## src/rtl/td4x_pkg.sv

```systemverilog
// td4x_pkg: opcode constants, FSM state enum and opcode helpers for the TD4X core
package td4x_pkg;
  typedef enum logic [1:0] {S_FETCH, S_EXEC, S_HALT} state_t;
  localparam logic [3:0] OP_ADD_A  = 4'b0000;
  localparam logic [3:0] OP_MOV_AB = 4'b0001;
  localparam logic [3:0] OP_IN_A   = 4'b0010;
  localparam logic [3:0] OP_MOV_AI = 4'b0011;
  localparam logic [3:0] OP_MOV_BA = 4'b0100;
  localparam logic [3:0] OP_ADD_B  = 4'b0101;
  localparam logic [3:0] OP_IN_B   = 4'b0110;
  localparam logic [3:0] OP_MOV_BI = 4'b0111;
  localparam logic [3:0] OP_HLT    = 4'b1000;
  localparam logic [3:0] OP_OUT_B  = 4'b1001;
  localparam logic [3:0] OP_OUT_I  = 4'b1011;
  localparam logic [3:0] OP_JNC    = 4'b1110;
  localparam logic [3:0] OP_JMP    = 4'b1111;
  function automatic logic is_add(input logic [3:0] op);
    return op == OP_ADD_A || op == OP_ADD_B;
  endfunction
  function automatic logic is_out(input logic [3:0] op);
    return op == OP_OUT_B || op == OP_OUT_I;
  endfunction
endpackage

```

## src/rtl/td4x_alu.sv

```systemverilog
// td4x_alu: DW-bit adder with carry out, shared by ADD A,IM and ADD B,IM
module td4x_alu #(
  parameter int DW = 4
) (
  input  logic [DW-1:0] i_a,
  input  logic [DW-1:0] i_b,
  output logic [DW-1:0] o_sum,
  output logic          o_co
);
  assign {o_co, o_sum} = {1'b0, i_a} + {1'b0, i_b};
endmodule

```

## src/rtl/td4x_core.sv

```systemverilog
// td4x_core: two-cycle TD4-style CPU (fetch/exec) with optional HALT opcode under TD4X_HALT_EN
module td4x_core
  import td4x_pkg::*;
#(
  parameter int DW = 4,
  parameter int AW = 4
) (
  input  logic          clk,
  input  logic          reset,
  input  logic [DW-1:0] inp,
  output logic [DW-1:0] outp,
  output logic          out_valid,
  output logic          imem_req,
  output logic [AW-1:0] imem_addr,
  input  logic          imem_ack,
  input  logic [DW+3:0] imem_data,
  output logic          halted
);
  state_t        r_state, w_state_nxt;
  logic [DW+3:0] r_ir;
  logic [DW-1:0] r_a, r_b, r_outp;
  logic [AW-1:0] r_pc, w_target;
  logic          r_c, r_out_valid;
  logic [3:0]    w_op;
  logic [DW-1:0] w_im, w_alu_a, w_sum;
  logic          w_co, w_halt_op, w_exec, w_jump;
  assign w_op = r_ir[DW+3:DW];
  assign w_im = r_ir[DW-1:0];
  assign w_alu_a = w_op == OP_ADD_B ? r_b : r_a;
  assign w_jump = w_op == OP_JMP || (w_op == OP_JNC && !r_c);
  assign w_exec = r_state == S_EXEC && !w_halt_op;
  assign outp = r_outp;
  assign out_valid = r_out_valid;
  assign imem_addr = r_pc;
`ifdef TD4X_HALT_EN
  assign w_halt_op = w_op == OP_HLT;
`else
  assign w_halt_op = 1'b0;
`endif
  if (AW <= DW) begin : g_tgt_narrow
    assign w_target = w_im[AW-1:0];
  end else begin : g_tgt_wide
    assign w_target = {{(AW-DW){1'b0}}, w_im};
  end
  td4x_alu #(.DW(DW)) u_alu (
    .i_a   (w_alu_a),
    .i_b   (w_im),
    .o_sum (w_sum),
    .o_co  (w_co)
  );
  // state register: reset always restarts fetching, discarding any pending ack
  always_ff @(posedge clk)
    r_state <= !reset ? S_FETCH : w_state_nxt;
  // next state: wait for ack in FETCH, one cycle in EXEC, HALT is sticky
  always_comb
    w_state_nxt = r_state == S_FETCH ? (imem_ack ? S_EXEC : S_FETCH) :
                  r_state == S_EXEC  ? (w_halt_op ? S_HALT : S_FETCH) : S_HALT;
  // FSM outputs: fetch request only in FETCH, halted flag only when the feature exists
  always_comb begin
    imem_req = r_state == S_FETCH;
`ifdef TD4X_HALT_EN
    halted = r_state == S_HALT;
`else
    halted = 1'b0;
`endif
  end
  // datapath: IR latches on ack, registers/PC/carry update once per EXEC
  always_ff @(posedge clk) begin
    if (!reset) begin
      r_ir        <= '0;
      r_a         <= '0;
      r_b         <= '0;
      r_outp      <= '0;
      r_out_valid <= 1'b0;
      r_pc        <= '0;
      r_c         <= 1'b0;
    end else begin
      r_out_valid <= w_exec && is_out(w_op);
      if (r_state == S_FETCH && imem_ack)
        r_ir <= imem_data;
      if (w_exec) begin
        r_a    <= w_op == OP_ADD_A  ? w_sum :
                  w_op == OP_MOV_AB ? r_b :
                  w_op == OP_IN_A   ? inp :
                  w_op == OP_MOV_AI ? w_im : r_a;
        r_b    <= w_op == OP_ADD_B  ? w_sum :
                  w_op == OP_MOV_BA ? r_a :
                  w_op == OP_IN_B   ? inp :
                  w_op == OP_MOV_BI ? w_im : r_b;
        r_outp <= w_op == OP_OUT_B ? r_b : w_op == OP_OUT_I ? w_im : r_outp;
        r_c    <= is_add(w_op) && w_co;
        r_pc   <= w_jump ? w_target : r_pc + AW'(1);
      end
    end
  end
endmodule

```

## config.mk

```make
export PLATFORM = sky130hd
export DESIGN_NAME = td4x_core
export DESIGN_NICKNAME = d
export VERILOG_FILES = /design/src/rtl/td4x_pkg.sv /design/src/rtl/td4x_alu.sv /design/src/rtl/td4x_core.sv
export SDC_FILE = /design/constraint.sdc
export NUM_CORES = 1
export LEC_CHECK = 0
export ABC_AREA = 1
export CORE_ASPECT_RATIO = 1.1
export CORE_MARGIN = 5
export CORE_UTILIZATION = 45
export CTS_CLUSTER_SIZE = 16
export DETAILED_ROUTE_END_ITERATION = 8
export DONT_BUFFER_PORTS = 1
export REMOVE_ABC_BUFFERS = 1
export SYNTH_ARGS = -nofsm -noshare
export SYNTH_HDL_FRONTEND = slang
export SYNTH_HIERARCHICAL = 1
export SYNTH_SLANG_ARGS = --single-unit
```

## constraint.sdc

```tcl
create_clock -name clk -period 2 [get_ports clk]
set_clock_uncertainty 0.05 [all_clocks]
set_input_delay 0.4 -clock clk [delete_from_list [all_inputs] [get_ports clk]]
set_output_delay 0.4 -clock clk [all_outputs]
set_load 0.03 [all_outputs]
```

==> results.md, run 1 <==
- The setup TNS is 0 ps.
- The shortest clock period the worst path allows after layout is 1938 ps.
- The die covers 5148 um^2.
- Cells fill 54.81% of the core in the end.
- The final setup violation count is 0.
- Summed over its instances, the top area cell type makes up 32.68% of the synthesized netlist area.
- The met1 global-route usage is 26.79%.
- The detailed-routing iteration count for the pre-antenna-repair pass is 6.
- The maximum vdd ir drop is 0.2893 mV.
- The final number of hold-violating endpoints was 0.
- The clock passes through at most 2 buffers.
- Measured against its own limit, the worst slew margin works out to 64.48%.
- The cell type with the largest total area after synthesis is sky130_fd_sc_hd__dfxtp_1.
- For met3 alone, demand over resource in global routing was 2.836%.
- The commonest register cell after synthesis is sky130_fd_sc_hd__dfxtp_1.
- The via count of the first global-routing pass was 1574.
- In the routed layout, each cell is associated on average with a via count of 5.147.
- Once placement finished, the instance area stood at 1852 um^2.
- The number of sinks on the clock net is 28.
- The number of top-level pins is 26.
- The floorplan core area is 3655 um^2.
- The later pin in the worst-skew pair is clocked with a latency of 280 ps.
- The initial antenna violation count is 0.
- The final layout contains routed wiring with a total length of 4.506 mm.
- The tree is rooted in a sky130_fd_sc_hd__clkbuf_8.
- TritonCTS built the clock tree.
- For this run, the top clock speed supported by timing is 516.0 MHz.
- Across all layers, the routed design uses 1683 vias.
- By area the synthesized netlist is led by sky130_fd_sc_hd__dfxtp_1 33%, sky130_fd_sc_hd__nand2_1 14%, sky130_fd_sc_hd__a21oi_1 9.6%, sky130_fd_sc_hd__inv_1 8.1%, sky130_fd_sc_hd__o21ai_0 6.1%.
- Once detail routing completed, the nets flagged for antenna violations numbered 0.
- The finished cells cover 2003 um^2.
- The cell row count is 23.
- The global-route total usage across every layer is 19.07%.
- The final reports fail on DRC.
- The pin count of the biggest net entering global routing is 20.
- The gate count after technology mapping is 263.
- The analysis attributes to cell leakage a power of 0.8936 nW.
- Max-cap violations in this run came to 0.
- The number of clock buffers added by TritonCTS is 3.
- The mean post-synth cell area is 6.522 um^2.
- The most crowded layer after global routing is met2.
- The first global-routing pass estimated 7.348 mm of wire.
- The run finished, with violations left.
- The placer congestion estimate is 0.9355.
- The critical path class is register to register.
- For the pin with the worst max-slew slack, the measured transition is 531.5 ps.
- In the final routed layout, each cell accounts on average for 13.78 um.
- The design draws 1.459 mW.
- Setup repair after global routing could not meet its margin everywhere.
- The number of antenna diodes in the final layout is 0.
- The number of hold buffers added after CTS was 0.
- The count of buffers inserted at the top-level ports is 0.
- The power per cell area is 728.4 nW/um^2.
- The floorplan step set the die height to 74.76 um.
- The worst setup path is captured at a register.
- The tightest min-delay check is of the input pin to register type.
- In the routed design, unresolved DRC markers number 3.
- The period utilization is 96.91%.
- In this run, synthesis produced a sequential element count of 28.
- STA puts the critical path data required time at 2120 ps.
- The met2 track utilization from global routing is 29.66%.
- The final-stage net count is 299.
- After synthesis, the share of flip-flops with an asynchronous set or reset is 0%.
- The worst setup path is launched from a register.
- The max-slew violation total from the final report is 0.
- The share of final-layout standard cells stronger than drive strength 1 is 23.10%.
- After synthesis, the netlist uses 26 different library cells.
- The number of flops mapped to enable cells by yosys is 0.
- Summing every instance area after synthesis gives 1715 um^2.
- The number of levels the H-tree was split into is 1.
- The count of synthesis-stage warnings from yosys is 6.
- The worst slack on hold paths is 191.2 ps.
- The initial utilization of the core area, before any placement, comes to 46.94%.
- The clock slew seen by the registers of the worst setup and hold paths is 100 ps.
- The first routing iteration left 98 violations.
- The overall die width is 68.87 um.
- The worst setup slack for register-to-register paths is 60 ps.
- STA puts the critical path data arrival time at 2060 ps.
- The critical-path maximum fanout is 7.
- The area added between synthesis and finish is 16.78%.
- The post-DP HPWL is 3.416 mm.
- Global routing finished with a remaining overflow of 0.
- The proportion of synthesized chip area in sequential cells is 32.68%.
[cells by family (layout without fill, tap and decap cells)]
logic type / after synthesis / after routing / synth area share (%)
adders and majority gates: 6 / 6 / 4.814
AOI/OAI and AO/OA: 65 / 65 / 19.91
other: 1 / 1 / 0.2186
buffers and inverters: 52 / 66 / 11.67
and+or+nand+nor: 109 / 109 / 29.69
xor gates and xnor gates: 2 / 2 / 1.021
DFF: 28 / 28 / 32.68
[metrics by stage]
step,cells,setup WS [ps]
after detailed placement,321,-31.46
after global routing,327,-60.57
final,327,61.83
after CTS,325,3.499
after global placement,321,35.39
after floorplan,258,-128.0
[worst max-delay path, cell delays in order, from the launching register on]
cell	delay, ps
sky130_fd_sc_hd__dfxtp_2	340
sky130_fd_sc_hd__inv_2	70
sky130_fd_sc_hd__nand2_4	50
sky130_fd_sc_hd__nor2_4	130
sky130_fd_sc_hd__inv_4	60
sky130_fd_sc_hd__o21ai_2	110
sky130_fd_sc_hd__ha_2	190
sky130_fd_sc_hd__inv_2	40
sky130_fd_sc_hd__fa_2	520
sky130_fd_sc_hd__inv_2	40
sky130_fd_sc_hd__inv_2	50
sky130_fd_sc_hd__nand2_1	50
sky130_fd_sc_hd__nand2_1	70
sky130_fd_sc_hd__a21oi_1	50
[where the power goes]
group	internal, mW	switching, mW
combinational	0.138	0.242
sequential	0.590	0.0348
clock	0.268	0.186
[state kept, by name, summed over array words and instances, names as in the netlist]
signal	flops
r_ir	8
r_a	4
r_c	1
imem_addr	4
out_valid	1
r_state	2
outp	4
r_b	4
[final cells by class]
type | count | area [um^2]
inverter | 47 | 178.9
timing repair buffer | 15 | 112.6
fill | 380 | 1652
tap | 50 | 62.56
multi-input combinational | 183 | 1012
clock inverter | 1 | 30.03
sequential | 28 | 565.5
clock buffer | 3 | 41.29
[final timing paths]
path | from | end | cells past startpoint
hold reg to reg | r_c | r_c | 2
hold / removal | reset | r_ir[5] | 2
setup reg to reg | r_ir[7] | r_a[1] | 13
setup / recovery | r_ir[7] | r_a[1] | 13
[placed cells by master (no fill, tap or decap), types with 3 or more instances in the layout]
cell type,Yosys,layout
sky130_fd_sc_hd__a211oi_1,4,4
sky130_fd_sc_hd__a21oi_1,33,31
sky130_fd_sc_hd__a21oi_2,1,3
sky130_fd_sc_hd__buf_4,1,15
sky130_fd_sc_hd__clkbuf_8,0,3
sky130_fd_sc_hd__dfxtp_1,28,24
sky130_fd_sc_hd__dfxtp_2,0,4
sky130_fd_sc_hd__ha_1,5,3
sky130_fd_sc_hd__inv_1,37,34
sky130_fd_sc_hd__inv_2,10,12
sky130_fd_sc_hd__nand2_1,64,61
sky130_fd_sc_hd__nand2_2,5,6
sky130_fd_sc_hd__nand3_1,18,18
sky130_fd_sc_hd__nor2_1,9,9
sky130_fd_sc_hd__nor2_2,5,5
sky130_fd_sc_hd__nor2_4,4,4
sky130_fd_sc_hd__o21ai_0,21,16
sky130_fd_sc_hd__o21ai_1,5,8
[cells in the mapped netlist, types with 2 or more instances]
library cell,count
sky130_fd_sc_hd__nor2_4,4
sky130_fd_sc_hd__nand3_1,18
sky130_fd_sc_hd__xnor2_1,2
sky130_fd_sc_hd__o21ai_0,21
sky130_fd_sc_hd__nand2_2,5
sky130_fd_sc_hd__clkbuf_1,3
sky130_fd_sc_hd__ha_1,5
sky130_fd_sc_hd__dfxtp_1,28
sky130_fd_sc_hd__inv_1,37
sky130_fd_sc_hd__o21ai_1,5
sky130_fd_sc_hd__inv_2,10
sky130_fd_sc_hd__nor2_1,9
sky130_fd_sc_hd__a21oi_1,33
sky130_fd_sc_hd__a211oi_1,4
sky130_fd_sc_hd__nand2_1,64
sky130_fd_sc_hd__nor2_2,5
[layer usage]
layer  vias to the layer above  wire length, um  part of all wire, %
li1                        873                -                    -
met1                       759             2057                   46
met2                        45             2128                   47
met3                         6              266                  5.9
met4                         0               53                  1.2
met5                         -                0                    0
[repair_timing]
item | 4_1_cts | 5_1_grt
setup endpoints to repair | 4 | 7
pin swaps | 0 | 8
gates resized for setup | 3 | 24
buffers inserted | 0 | 2
hold endpoints to repair | 0 | 0
Note: power is estimated with default switching activity, not from simulation.
==> inputs of run 2 (changes only) <==
--- a/config.mk
+++ b/config.mk
@@ -12,7 +12,6 @@
 export CTS_CLUSTER_SIZE = 16
 export DETAILED_ROUTE_END_ITERATION = 8
 export DONT_BUFFER_PORTS = 1
-export REMOVE_ABC_BUFFERS = 1
 export SYNTH_ARGS = -nofsm -noshare
 export SYNTH_HDL_FRONTEND = slang
 export SYNTH_HIERARCHICAL = 1
==> run 2 against run 1 <==
- the flow now finishes without violations
- routed wire length is 4.9% lower
- count of clock-buffer cells in the layout stayed put
- register-to-register slack worse by 20 ps
- sequential share of layout area is 1.1 points higher
- cell area is 4.1% lower
- final cell count is 1.5% lower
- via count is 3.4% lower
- largest power group unchanged
- highest routed layer unchanged
==> results.md, run 2 (synthesis gave the netlist of run 1 again) <==
- The final number of hold-violating endpoints is 0.
- The share of total power dissipated in the clock network is 24.0%.
- STA classifies the critical path endpoint as a register.
- The power consumption is 1.293 mW.
- The via count is 1626.
- For this run, the number of standard cells in the final layout without fillers is 322.
- The number of top-level pins is 26.
- The cell internal power dissipation is 851.6 uW.
- The post-DP HPWL is 3.385 mm.
- TritonCTS built the clock tree.
- In this run the horizontal extent of the chip is 68.87 um.
- The post-synthesis net count is 284.
- For this run, the top clock speed supported by timing is 511.1 MHz.
- The flip-flop count of the largest register after layout is 8.
- The worst slack on hold paths is 194.1 ps.
- Measured along the y axis, the die boundary spans 74.76 um.
- In this run the power density over the cells is 673.5 nW/um^2.
- The floorplan die area is 5148 um^2.
- For this run the aggregate overflow at the end of global routing stands at 0.
- The detailed-routing iteration count for the pre-antenna-repair pass is 4.
- The count of unresolved DRC violations after routing is 0.
- The combinational cell fraction of total power is 27.9%.
- The latest clock arrival within the worst-skew pair is 270 ps.
- The leakage component of the power is 0.8502 nW.
- Data on the critical path arrives at its endpoint at 2070 ps.
- Row generation in the floorplan step produced 23 rows.
- Entering global routing, the biggest net connects 20 pins.
- Setup repair after global routing could not meet its margin everywhere.
- The finished cells cover 1921 um^2.
- The maximum clock path buffer count is 2.
- The placer congestion estimate is 0.9119.
- For this design the total switching power over the nets is 441.9 uW.
- The iteration-0 DRC count of the detailed router is 62.
- The leading cell type in the layout, fill and taps excluded is sky130_fd_sc_hd__nand2_1.
- The via count of the first global-routing pass came to 1481.
- The max-slew violation total from the final report came to 0.
- The worst pin sits at a relative slew slack of 64.95%.
- In this run the remaining antenna-violating nets after routing total 0.
- VDD sags by at most 0.3244 mV.
- After clock tree synthesis, the clock-pin slew on the worst setup and hold paths is 100 ps.
- The worst setup path is launched from a register.
- The total instance count after detailed placement is 318.
- After floorplanning, the core was sized to cover 3655 um^2.
- Cells with a size suffix above 1 make up 20.22% of the layout.
- The final-stage net count is 295.
- The initial antenna violation count is 0.
- The routed design could run at a clock period as short as 1957 ps.
- The critical path class is register to register.
- For the pin with the worst max-slew slack, the measured transition is 524.4 ps.
- Global routing consumed, over all layers together, 18.05% of the routing resources.
- The number of levels the H-tree was split into is 1.
- The required time of the critical path is 2110 ps.
- The switching part of the total power is 34.16%.
- The kind of path behind the tightest hold check is input pin to register.
- The count of buffers inserted at the top-level ports is 0.
- Across the run, the number of max-cap violations was 0.
- The worst setup slack for register-to-register paths is 40 ps.
- The run finished with clean final reports.
- 0 antenna diodes ended up in the layout.
- The number of vias per cell is 5.050.
- The part of the total power dissipated in sequential elements is 48.2%.
- In this run, CTS created clock tree buffers numbering 3.
- In this run the worst path has a maximum fanout of 9.
- The largest register by flop count is r_ir.
- The post-placement cell area is 1842 um^2.
- The final setup violation count is 0.
- The effective utilization at floorplan is 46.94%.
- The first global-routing pass estimated 6.927 mm of wire.
- The area growth from synthesis to layout is 11.96%.
- Clock tree synthesis found a total of 28 sinks.
- The setup TNS is 0 ps.
- In the final routed layout, each cell accounts on average for 13.31 um.
- Dividing the final minimum period by the clock period gives 97.83%.
- The wire length reported by the detailed router is 4.287 mm.
- The library cells used most frequently in the layout, excluding fill and tap cells, are 63 x sky130_fd_sc_hd__nand2_1, 33 x sky130_fd_sc_hd__inv_1, 31 x sky130_fd_sc_hd__a21oi_1, 25 x sky130_fd_sc_hd__dfxtp_1, 18 x sky130_fd_sc_hd__nand3_1.
- CTS placed an instance of sky130_fd_sc_hd__clkbuf_8 at the clock tree root.
[run 2: area by class of cell]
class | count | area [um^2]
Clock buffer | 3 | 41.29
Fill cell | 385 | 1734
Inverter | 47 | 178.9
Multi-Input combinational cell | 183 | 991.0
Sequential cell | 28 | 564.3
Tap cell | 50 | 62.56
Timing Repair Buffer | 11 | 82.58
[run 2: per-layer routing]
metal | global-route usage [%] | vias up | share of wire, %
met5 | 0 | - | 0
met4 | 3.896 | 0 | 0.56
met3 | 2.537 | 2 | 6.6
met2 | 28.71 | 49 | 46
met1 | 25.94 | 719 | 47
li1 | - | 856 | -
[run 2: power by group through the flow]
| stage | logic [mW] | registers (mW) | clock network [mW] |
|---|---|---|---|
| global placement | 0.344 | 0.635 | 0 |
| finish | 0.361 | 0.623 | 0.310 |
| global route | 0.409 | 0.628 | 0.349 |
| CTS | 0.346 | 0.622 | 0.322 |
| detailed placement | 0.344 | 0.635 | 0 |
| floorplan | 0.254 | 0.634 | 0 |
[run 2: critical path: stages, from the launching register on]
cell	delay [ps]
sky130_fd_sc_hd__dfxtp_2	330
sky130_fd_sc_hd__inv_2	70
sky130_fd_sc_hd__nand2_4	60
sky130_fd_sc_hd__nor2_4	130
sky130_fd_sc_hd__inv_4	70
sky130_fd_sc_hd__o21ai_2	110
sky130_fd_sc_hd__ha_2	210
sky130_fd_sc_hd__inv_2	40
sky130_fd_sc_hd__fa_2	520
sky130_fd_sc_hd__inv_2	30
sky130_fd_sc_hd__inv_2	40
sky130_fd_sc_hd__nand2_1	40
sky130_fd_sc_hd__nand2_1	80
sky130_fd_sc_hd__a21oi_1	60
[run 2: timing repair]
action | in CTS | in global routing
hold buffers | 0 | 0
gates resized for setup | 2 | 12
pin swaps | 1 | 3
buffers inserted | 0 | 1
endpoints found under the setup margin | 3 | 7
[run 2: through the flow]
| stage | setup slack [ps] | util (%) |
|---|---|---|
| after global routing | -46.34 | 52.55 |
| after detailed placement | -25.14 | 50.39 |
| after global placement | -9.317 | 50.39 |
| after floorplan | -13.84 | - |
| after CTS | 1.543 | 51.69 |
| final | 43.41 | 52.55 |
[run 2: path summary, 6_finish.rpt]
check,endpoint,depth (start not counted),start
setup / recovery,r_a[1],13,r_ir[5]
hold / removal,r_ir[6],2,reset
setup reg to reg,r_a[1],13,r_ir[5]
hold reg to reg,r_c,2,r_c
